$ cat src/rtl/serial_key_schedule.sv
// Serial round-key generator for the SWAN64 datapath: holds the master key and
// emits one SIDE_SIZE-bit round key per round, advancing on each next pulse.
module serial_key_schedule #(
  parameter int                    BLOCK_SIZE = 64,
  parameter int                    SIDE_SIZE  = BLOCK_SIZE / 2,
  parameter int                    KEY_SIZE   = 128,
  parameter int                    ROUNDS     = 32,
  parameter logic [SIDE_SIZE-1:0]  DELTA      = 32'h9E3779B9,
  parameter int                    CNT_W      = $clog2(ROUNDS + 1)
) (
  input  logic                   clk,
  input  logic                   rst,
  input  logic                   load,
  input  logic [0:KEY_SIZE-1]    key_in,
  input  logic                   next,
  output logic [0:SIDE_SIZE-1]   rk,
  output logic                   rk_en,
  output logic [CNT_W-1:0]       round_idx,
  output logic                   last,
  output logic                   done
);

  // state  | meaning
  // IDLE   | no key loaded since reset; outputs quiet
  // ACTIVE | presenting round key cnt on rk
  // DONE   | all ROUNDS keys presented; waiting for load
  typedef enum logic [1:0] {IDLE, ACTIVE, DONE} state_t;

  localparam logic [CNT_W-1:0] LAST_IDX = CNT_W'(ROUNDS - 1);

  state_t                state, state_nxt;
  logic [0:KEY_SIZE-1]   key_q;
  logic [SIDE_SIZE-1:0]  s_q;
  logic [CNT_W-1:0]      cnt;
  logic                  advance;
  logic [SIDE_SIZE-1:0]  word_new;

  always_comb begin
    state_nxt = state;
    advance   = 1'b0;
    if (load) begin
      state_nxt = ACTIVE;
    end else if (state == ACTIVE && next) begin
      advance = 1'b1;
      if (cnt == LAST_IDX) state_nxt = DONE;
    end
  end

  assign word_new = key_q[0:SIDE_SIZE-1] + s_q;

  always_ff @(posedge clk) begin
    if (rst) begin
      state <= IDLE;
      key_q <= '0;
      s_q   <= '0;
      cnt   <= '0;
    end else begin
      state <= state_nxt;
      if (load) begin
        key_q <= key_in;
        s_q   <= DELTA;
        cnt   <= '0;
      end else if (advance) begin
        // word-wise left rotate with the leading word replaced by the mixed word
        key_q <= {key_q[SIDE_SIZE:KEY_SIZE-1], word_new};
        s_q   <= s_q + DELTA;
        cnt   <= cnt + 1'b1;
      end
    end
  end

  assign rk        = key_q[0:SIDE_SIZE-1];
  assign rk_en     = (state == ACTIVE);
  assign round_idx = cnt;
  assign last      = (state == ACTIVE) && (cnt == LAST_IDX);
  assign done      = (state == DONE);

endmodule

$ cat config.mk
export PLATFORM = sky130hd
export DESIGN_NAME = serial_key_schedule
export DESIGN_NICKNAME = d
export VERILOG_FILES = /design/src/rtl/serial_key_schedule.sv
export SDC_FILE = /design/constraint.sdc
export NUM_CORES = 1
export LEC_CHECK = 0
export ABC_AREA = 1
export CAP_MARGIN = 20
export CORE_MARGIN = 3
export CORE_UTILIZATION = 40
export DETAILED_ROUTE_END_ITERATION = 12
export PLACE_DENSITY = 0.69
export SYNTH_ARGS = -nofsm -noshare
export SYNTH_HDL_FRONTEND = slang
export SYNTH_SLANG_ARGS = --single-unit
$ cat constraint.sdc
create_clock -name clk -period 2.5 [get_ports clk]
set_input_delay 0.5 -clock clk [delete_from_list [all_inputs] [get_ports clk]]
set_output_delay 0.5 -clock clk [all_outputs]
set_load 0.05 [all_outputs]
==> flow_summary.toml, run 1 <==
[run_status]
status = "finished clean"

[flow_run]
maxCapViolCount = 0

[pwr]
total_power_mw = 6.926
seqPwrFrac_pct = 42.9
swShare_pct = 30.69
pwr-share-clk_pct = 38.9
vdd_drop_max_uv = 341.4
switchingPower_mw = 2.126
intPower_mw = 4.800
p_leak_nw = 5.543
pwr-share-comb_pct = 18.1
p_per_area_nw_per_um2 = 552.1

[synthesis]
synth_top_area_share_pct = 33.00
ys_ff_latch = 168
synth_edf_count = 0
synth_top_flop_cell = "dfxtp_1"
syn_inst = 1620
synth_top_area_cell = "dfxtp_1"
synth_fp_nets = 1786
synth-seq-area-share_pct = 33.00
synth-async-reset-ratio_pct = 0
synth_cell_types = 37
synth_warnings = 0
synth_area_leaders = "dfxtp_1, nand2_1, inv_1, a31oi_1, ha_1"
synth_area_um2 = 10190
synth_area_per_cell_um2 = 6.292

[die]
dieArea_um2 = 27430
start_util_pct = 41.30
core-area_um2 = 24680
die_y_um = 165.6
die_w_um = 165.6
row_count = 57
io_pins = 173

[drt]
wirelength_mm = 31.68
drt-pass1-iter-count = 5
drc = 0
viasPerCell = 5.170
ant_nets = 0
drtIter0Drc = 728
via_count = 10687
avgRoutedWirePerCell_um = 15.32

[global_route]
antenna_found_initial = 0
track_usage_pct = 22.54
grt_pass1_vias = 9997
grt_pass1_wl_mm = 51.27
grt_max_degree = 97
grt_overflow = 0

[clock_network]
path_clk_slew_ns = 0.07
holdBufCountCts = 0
cts_inserted_buffers = 17
htreeDepth = 4
cts_tree = "done"
cts_root_buf = "clkbuf_16"
insertion_delay_ns = 0.43
cts_buffer_depth = 2
cts_sinks = 168
postCtsSetupRepairBufs = 0
post_cts_resized = 0

[timing]
rsz0062_at_grt = "no"
slew_viol_final = 0
tns_ns = 0
fin_skew_ns = 0.01183
finalHoldViolCount = 0
relSlewSlack_pct = 63.25
setup_viol = 0
worstMarginPinSlew_ns = 0.5495
max_freq_mhz = 431.6
fin_crit_ns = 2.317
fin_crit_sh_pct = 92.69

[setup_path]
r2r-end = "key_q[103]"
worstReg2RegStart = "s_q[0]"
reg2reg_slack_ns = 0.29
crit_path_start_kind = "flop"
path_class = "reg -> out"
crit_chain = "inv_1 -> nor2_1 -> clkdlybuf4s50_1"
cp-end-kind = "primary output"
slowest_delay_ns = 0.81
required_ns = 2.00
reg2reg_depth = 13
cp_max_fo = 3
cp_slowest_cell = "clkdlybuf4s50_1"
arrival_ns = 1.82

[final_layout]
fillers = 2485
mostFrequentLayoutCell = "nand2_1"
syn_to_final_growth_pct = 23.08
mostFrequentLayoutCells = "nand2_1, inv_1, clkdlybuf4s50_1"
regArea_um2 = 3363
fin_area_um2 = 12540
drive_above_1_share_pct = 3.385
multi_input_area_um2 = 5552
antennaDiodeCount = 0
fin_nets = 1896

[placement]
portBuffers = 172
place.gp.congestion = 0.9236
hpwlAfterDp_mm = 24.08
dpl_cell_area_um2 = 11950

[min_path]
hold_path_depth = 2
min_path_type = "in -> reg"
worstHoldEndpoint = "key_q[57]"
hp-start = "rst"
[registers in the layout (all words and copies together), names as in the netlist]
register	cells
key_q	128
round_idx	6
s_q	32
state	2
[how the worst max path moves through the flow]
stage | startpoint | to | cells after the start
after detailed placement | next | key_q[101] | 8
after CTS | state[1] | done | 3
final | state[1] | done | 3
after global placement | next | key_q[100] | 8
after floorplan | round_idx[1] | last | 5
after global routing | state[1] | done | 3
[per-layer routing]
| metal | GRT usage (%) | wire length, µm | vias up | share of wire (%) |
|---|---|---|---|---|
| met5 | 0 | 0 | - | 0 |
| met2 | 33.87 | 13550 | 386 | 43 |
| met3 | 3.813 | 2127 | 29 | 6.7 |
| met1 | 33.63 | 15550 | 4860 | 49 |
| met4 | 5.533 | 449 | 0 | 1.4 |
| li1 | - | - | 5412 | - |
[critical path, delay by kind of cell (launching register included)]
family        cells  cell delay [ns]
buf+inv           2             0.88
flops             1             0.41
simple gates      1             0.10
[stage by stage]
stage / hold slack (ns) / setup slack [ns] / cells / utilization [%]
floorplan: 0.4525 / 0.2800 / 1620 / -
global placement: 0.4635 / 0.2405 / 2035 / 48.43
detailed placement: 0.4684 / 0.1967 / 2035 / 48.43
CTS: 0.4218 / 0.1694 / 2067 / 50.84
global route: 0.4371 / 0.09849 / 2067 / 50.84
finish: 0.4475 / 0.1829 / 2067 / 50.84
[synth_stat cells (2+ instances only)]
master,instances
o21ai_0,28
o21bai_1,4
or2_2,2
nor3b_1,2
buf_1,2
buf_2,22
buf_4,35
nor4_1,3
xor2_1,12
nand3_1,79
ha_1,33
inv_1,189
buf_6,7
a21oi_1,76
and2_1,2
o21a_1,3
a22o_1,22
a21o_1,2
nor3_1,17
dfxtp_1,168
nand4_1,12
o31ai_1,2
nor2_1,90
clkbuf_1,32
nand2_1,649
nand3b_1,7
a31oi_1,110
[cell type report]
| type | count | area share, % |
|---|---|---|
| timing repair buffer | 189 | 15.28 |
| inverter | 190 | 5.695 |
| clock buffer | 18 | 3.501 |
| sequential | 168 | 26.81 |
| tap | 324 | 3.232 |
| clock inverter | 14 | 1.227 |
| multi-input combinational | 1164 | 44.26 |
[cell families after synthesis]
| kind of cell | synth area share [%] |
|---|---|
| AND/OR/NAND/NOR | 34.18 |
| flip-flops | 33.00 |
| XOR/XNOR | 1.117 |
| AO/OA/AOI/OAI | 14.78 |
| buffers and inverters | 12.68 |
| adder cells (fa/ha/maj) | 4.248 |
[power by group through the flow]
stage          Combinational, mW  Clock [mW]  Sequential [mW]
3_3_place_gp                1.23           0             3.03
3_5_place_dp                1.25           0             3.03
6_report                    1.26        2.70             2.97
5_1_grt                     1.39        2.83             2.99
4_1_cts                     1.25        2.73             2.97
2_1_floorplan              0.824           0             2.97
(Power assumes the default switching activity.)
==> run 2, diff against run 1 <==
--- a/config.mk
+++ b/config.mk
@@ -10,6 +10,7 @@
 export CORE_MARGIN = 3
 export CORE_UTILIZATION = 40
 export DETAILED_ROUTE_END_ITERATION = 12
+export GPL_ROUTABILITY_DRIVEN = 0
 export PLACE_DENSITY = 0.69
 export SYNTH_ARGS = -nofsm -noshare
 export SYNTH_HDL_FRONTEND = slang
==> run 2 against run 1 <==
Effect of this change:
- register-to-register slack improved by 0.03 ns
- critical path depth did not move
- combinational power is essentially flat
- total power shrank 1.2%
- sequential power hardly changed
- setup slack better by 0.016 ns
- clock skew grew 0.0056 ns
- clock-buffer cell count did not move
- maximum frequency is 0.69% higher
- largest cell class unchanged
- worst hold slack lost 0.082 ns
- final cell count hardly changed
- die area did not move
==> flow_summary.toml, run 2 (synthesis results as in run 1) <==
[final_layout]
mostFrequentLayoutCell = "nand2_1"
fin_nets = 1894
largest_reg_flops = 128
fin_area_um2 = 12520
mostFrequentLayoutCells = "nand2_1, inv_1, clkdlybuf4s50_1"
antennaDiodeCount = 0
utilization_pct = 50.73
top_register = "key_q"
drive_above_1_share_pct = 3.217
syn_to_final_growth_pct = 22.82

[timing]
tns_ns = 0
slew_viol_final = 0
worstMarginPinSlew_ns = 0.5805
rsz0062_at_grt = "no"
fin_skew_ns = 0.01744
setup_viol = 0
max_freq_mhz = 434.5
fin_crit_ns = 2.301
fin_crit_sh_pct = 92.05
setup_ws_ns = 0.1987
relSlewSlack_pct = 61.30
finalHoldViolCount = 0

[pwr]
intPower_mw = 4.769
seqPwrFrac_pct = 43.5
p_per_area_nw_per_um2 = 546.7
swShare_pct = 30.31
pwr-share-clk_pct = 38.4
pwr-share-comb_pct = 18.2
switchingPower_mw = 2.075
vdd_drop_max_uv = 352.9
p_leak_nw = 5.523

[die]
io_pins = 173
start_util_pct = 41.30
die_y_um = 165.6
die_w_um = 165.6
dieArea_um2 = 27430
core-area_um2 = 24680
row_count = 57

[setup_path]
crit_chain = "inv_1 -> nor2_1 -> clkdlybuf4s50_1"
path_delay_family = "buffers and inverters"
path_class = "reg -> out"
crit_buf_inv = 2
cp_slowest_cell = "clkdlybuf4s50_1"
cp_max_fo = 3
cp-end-kind = "primary output"
reg2reg_slack_ns = 0.32
slowest_delay_ns = 0.80
arrival_ns = 1.80
crit_path_start_kind = "flop"
required_ns = 2.00

[global_route]
grt_pass1_vias = 9948
grt_overflow = 0
track_usage_pct = 21.89
grt_max_degree = 130
antenna_found_initial = 0
grt_pass1_wl_mm = 49.98

[min_path]
min_path_type = "in -> reg"

[placement]
hpwlAfterDp_mm = 23.41
dpl_cell_area_um2 = 11940
preCtsSetupSlack_ns = 0.2967
portBuffers = 172

[drt]
drc = 0
via_count = 10660
wirelength_mm = 30.84
viasPerCell = 5.162
ant_nets = 0
drt-pass1-iter-count = 5
avgRoutedWirePerCell_um = 14.94
drtIter0Drc = 908

[clock_network]
cts_root_buf = "clkbuf_16"
cts_inserted_buffers = 17
cts_sinks = 168
insertion_delay_ns = 0.44
postCtsSetupRepairBufs = 0
path_clk_slew_ns = 0.07
cts_tree = "done"
cts_buffer_depth = 2
htreeDepth = 4
holdBufCountCts = 0
post_cts_resized = 0

[run_status]
status = "finished clean"

[flow_run]
maxCapViolCount = 0
[run 2: cell count changes in the layout (fill, tap and decap cells not counted)]
cell / before / now
buf_4: 14 / 12
clkbuf_1: 0 / 1
clkbuf_8: 1 / 0
clkinv_4: 1 / 0
clkinvlp_4: 1 / 2
[run 2: layer usage]
| layer | vias to the layer above | wire length (µm) | track usage [%] |
|---|---|---|---|
| met5 | - | 0 | 0 |
| met4 | 0 | 685 | 6.908 |
| met3 | 48 | 2066 | 3.575 |
| met2 | 387 | 13220 | 32.86 |
| met1 | 4823 | 14870 | 32.13 |
| li1 | 5402 | - | - |
[run 2: path summary, 6_finish.rpt]
path | start | cells past startpoint | end
min reg2reg | key_q[64] | 2 | key_q[64]
min | rst | 2 | state[0]
max | state[1] | 3 | done
max reg2reg | s_q[0] | 11 | key_q[99]
[run 2: final cells by class]
class                      instances  area, µm²
clock buffer                      18      429.2
clock inverter                    14      152.6
fill                            2480      12160
inverter                         190      714.4
multi-input combinational       1164       5552
sequential                       168       3363
tap                              324      405.4
timing repair buffer             187       1902
[run 2: per-stage QoR]
stage	power [mW]	cells	hold WS [ns]
final	6.844	2065	0.3659
after detailed placement	4.262	2033	0.4684
after global placement	4.248	2033	0.4629
after global routing	7.135	2065	0.3665
after CTS	6.884	2065	0.3378
after floorplan	3.797	1620	0.4525
[run 2: power by group through the flow]
stage	logic (mW)	clock network, mW	registers (mW)
after floorplan	0.824	0	2.97
after global placement	1.22	0	3.03
after detailed placement	1.23	0	3.03
after CTS	1.24	2.67	2.97
after global routing	1.37	2.77	2.99
final	1.24	2.63	2.97
==> run 3, diff against run 2 <==
--- a/config.mk
+++ b/config.mk
@@ -12,6 +12,7 @@
 export DETAILED_ROUTE_END_ITERATION = 12
 export GPL_ROUTABILITY_DRIVEN = 0
 export PLACE_DENSITY = 0.69
+export SLEW_MARGIN = 20
 export SYNTH_ARGS = -nofsm -noshare
 export SYNTH_HDL_FRONTEND = slang
 export SYNTH_SLANG_ARGS = --single-unit
==> constraint.sdc (replaced) <==
create_clock -name clk -period 2.4 [get_ports clk]
set_input_delay 0.48 -clock clk [delete_from_list [all_inputs] [get_ports clk]]
set_output_delay 0.48 -clock clk [all_outputs]
set_load 0.05 [all_outputs]
==> run 3 against run 2 <==
Effect of this change:
- final area up 1.0%
- setup slack worse by 0.052 ns
- core utilization is 0.51 points higher
- sequential share of layout area shrank 0.27 points
- sequential power rose by 4%
- wire length rose by 0.97%
- worst hold slack worse by 0.027 ns
- clock-buffer cell count grew 1
- die area unchanged
- final cell count is 0.29% higher
- clock skew fell by 0.0057 ns
- non-clock buffer count grew 6
- critical path type unchanged
- largest cell class unchanged
- highest routed layer unchanged
==> flow_summary.toml, run 3 (synthesis results as in run 1) <==
[run_status]
status = "finished clean"

[timing]
rsz0062_at_grt = "no"
fin_skew_ns = 0.01174
setup_ws_ns = 0.1469
slew_viol_final = 0
tns_ns = 0
relSlewSlack_pct = 61.11
fin_crit_ns = 2.253
fin_crit_sh_pct = 93.88
max_freq_mhz = 443.8
worstMarginPinSlew_ns = 0.5833
setup_viol = 0
finalHoldViolCount = 0
hold-worst-slack_ns = 0.3394

[pwr]
seqPwrFrac_pct = 42.6
intPower_mw = 5.130
pwr-share-comb_pct = 18.1
p_leak_nw = 5.590
pwr-share-clk_pct = 39.4
switchingPower_mw = 2.147
vdd_drop_max_uv = 390.0
swShare_pct = 29.50
p_per_area_nw_per_um2 = 575.5

[drt]
via_count = 10618
drt-pass1-iter-count = 7
avgRoutedWirePerCell_um = 15.04
wirelength_mm = 31.14
drc = 0
drtIter0Drc = 840
ant_nets = 0
viasPerCell = 5.127

[setup_path]
worstReg2RegStart = "s_q[0]"
required_ns = 1.92
slowest_delay_ns = 0.81
crit_chain = "inv_1 -> nor2_2 -> clkdlybuf4s50_1"
path_class = "reg -> out"
cp_slowest_cell = "clkdlybuf4s50_1"
r2r-end = "key_q[103]"
crit_end = "rk_en"
arrival_ns = 1.77
cp_max_fo = 3
cp-startpoint = "state[0]"
reg2reg_slack_ns = 0.24
cp-end-kind = "primary output"
reg2reg_depth = 13
crit_path_start_kind = "flop"

[die]
start_util_pct = 41.30
die_w_um = 165.6
row_count = 57
io_pins = 173
core-area_um2 = 24680
die_y_um = 165.6
dieArea_um2 = 27430

[clock_network]
cts_inserted_buffers = 17
cts_tree = "done"
insertion_delay_ns = 0.43
htreeDepth = 4
cts_sinks = 168
path_clk_slew_ns = 0.07
cts_root_buf = "clkbuf_16"
cts_buffer_depth = 2
postCtsSetupRepairBufs = 0

[final_layout]
syn_to_final_growth_pct = 24.06
utilization_pct = 51.24
final_cell_count_no_fill = 2071
top_register = "key_q"
fin_nets = 1900
largest_reg_flops = 128
fillers = 2465
mostFrequentLayoutCells = "nand2_1, inv_1, clkdlybuf4s50_1, dfxtp_1, a31oi_1"
drive_above_1_share_pct = 3.721
antennaDiodeCount = 0
mostFrequentLayoutCell = "nand2_1"

[placement]
dp_cells = 2039
preCtsSetupSlack_ns = 0.1523
hpwlAfterDp_mm = 23.63
portBuffers = 172

[min_path]
min_path_type = "in -> reg"

[global_route]
grt_pass1_vias = 9941
antenna_found_initial = 0
grt_overflow = 0
track_usage_pct = 22.13
grt_pass1_wl_mm = 50.74
grt_max_degree = 130

[flow_run]
maxCapViolCount = 0
==> run 3: layer usage <==
metal	up-vias	track usage [%]	wire, µm
met4	0	4.195	316
met1	4807	32.27	14840
li1	5413	-	-
met5	-	0	0
met2	368	34.61	13780
met3	30	3.956	2205
==> run 3: cell type report <==
class                      count  area [µm²]  area share, %
sequential                   168        3363          26.60
timing repair buffer         193        1994          15.77
clock inverter                13       160.2          1.267
inverter                     190       714.4          5.650
tap                          324       405.4          3.206
multi-input combinational   1164        5554          43.92
clock buffer                  19       452.9          3.582
==> run 3: how the worst min path moves through the flow <==
stage,startpoint,to,slack (ns),cells after the start
finish,rst,state[0],0.34,2
global route,rst,s_q[11],0.33,2
CTS,rst,state[0],0.32,2
detailed placement,key_q[74],key_q[74],0.47,2
global placement,key_q[79],key_q[79],0.46,2
floorplan,state[0],state[0],0.45,2
==> run 3: power groups by stage <==
| stage | Clock [mW] | Sequential [mW] | Combinational, mW |
|---|---|---|---|
| 2_1_floorplan | 0 | 3.10 | 0.859 |
| 3_3_place_gp | 0 | 3.15 | 1.29 |
| 6_report | 2.87 | 3.10 | 1.31 |
| 4_1_cts | 2.91 | 3.09 | 1.31 |
| 5_1_grt | 3.04 | 3.11 | 1.45 |
| 3_5_place_dp | 0 | 3.15 | 1.30 |
==> run 3: timing repair <==
item                                    in CTS  in global routing
resized for setup                            0                  1
endpoints found under the setup margin       0                  1
hold buffers                                 0                  0
endpoints found under the hold margin        0                  0
==> run 3: worst max-delay path: cells and delay by family, from the launching register on <==
family / cells / cell delay, ns
flops: 1 / 0.35
buf+inv: 2 / 0.90
simple gates: 1 / 0.11
==> run 3: through the flow <==
stage	area (µm²)	total power, mW
3_5_place_dp	12030	4.457
2_1_floorplan	10210	3.955
6_report	12640	7.277
4_1_cts	12640	7.310
3_3_place_gp	12030	4.443
5_1_grt	12640	7.608
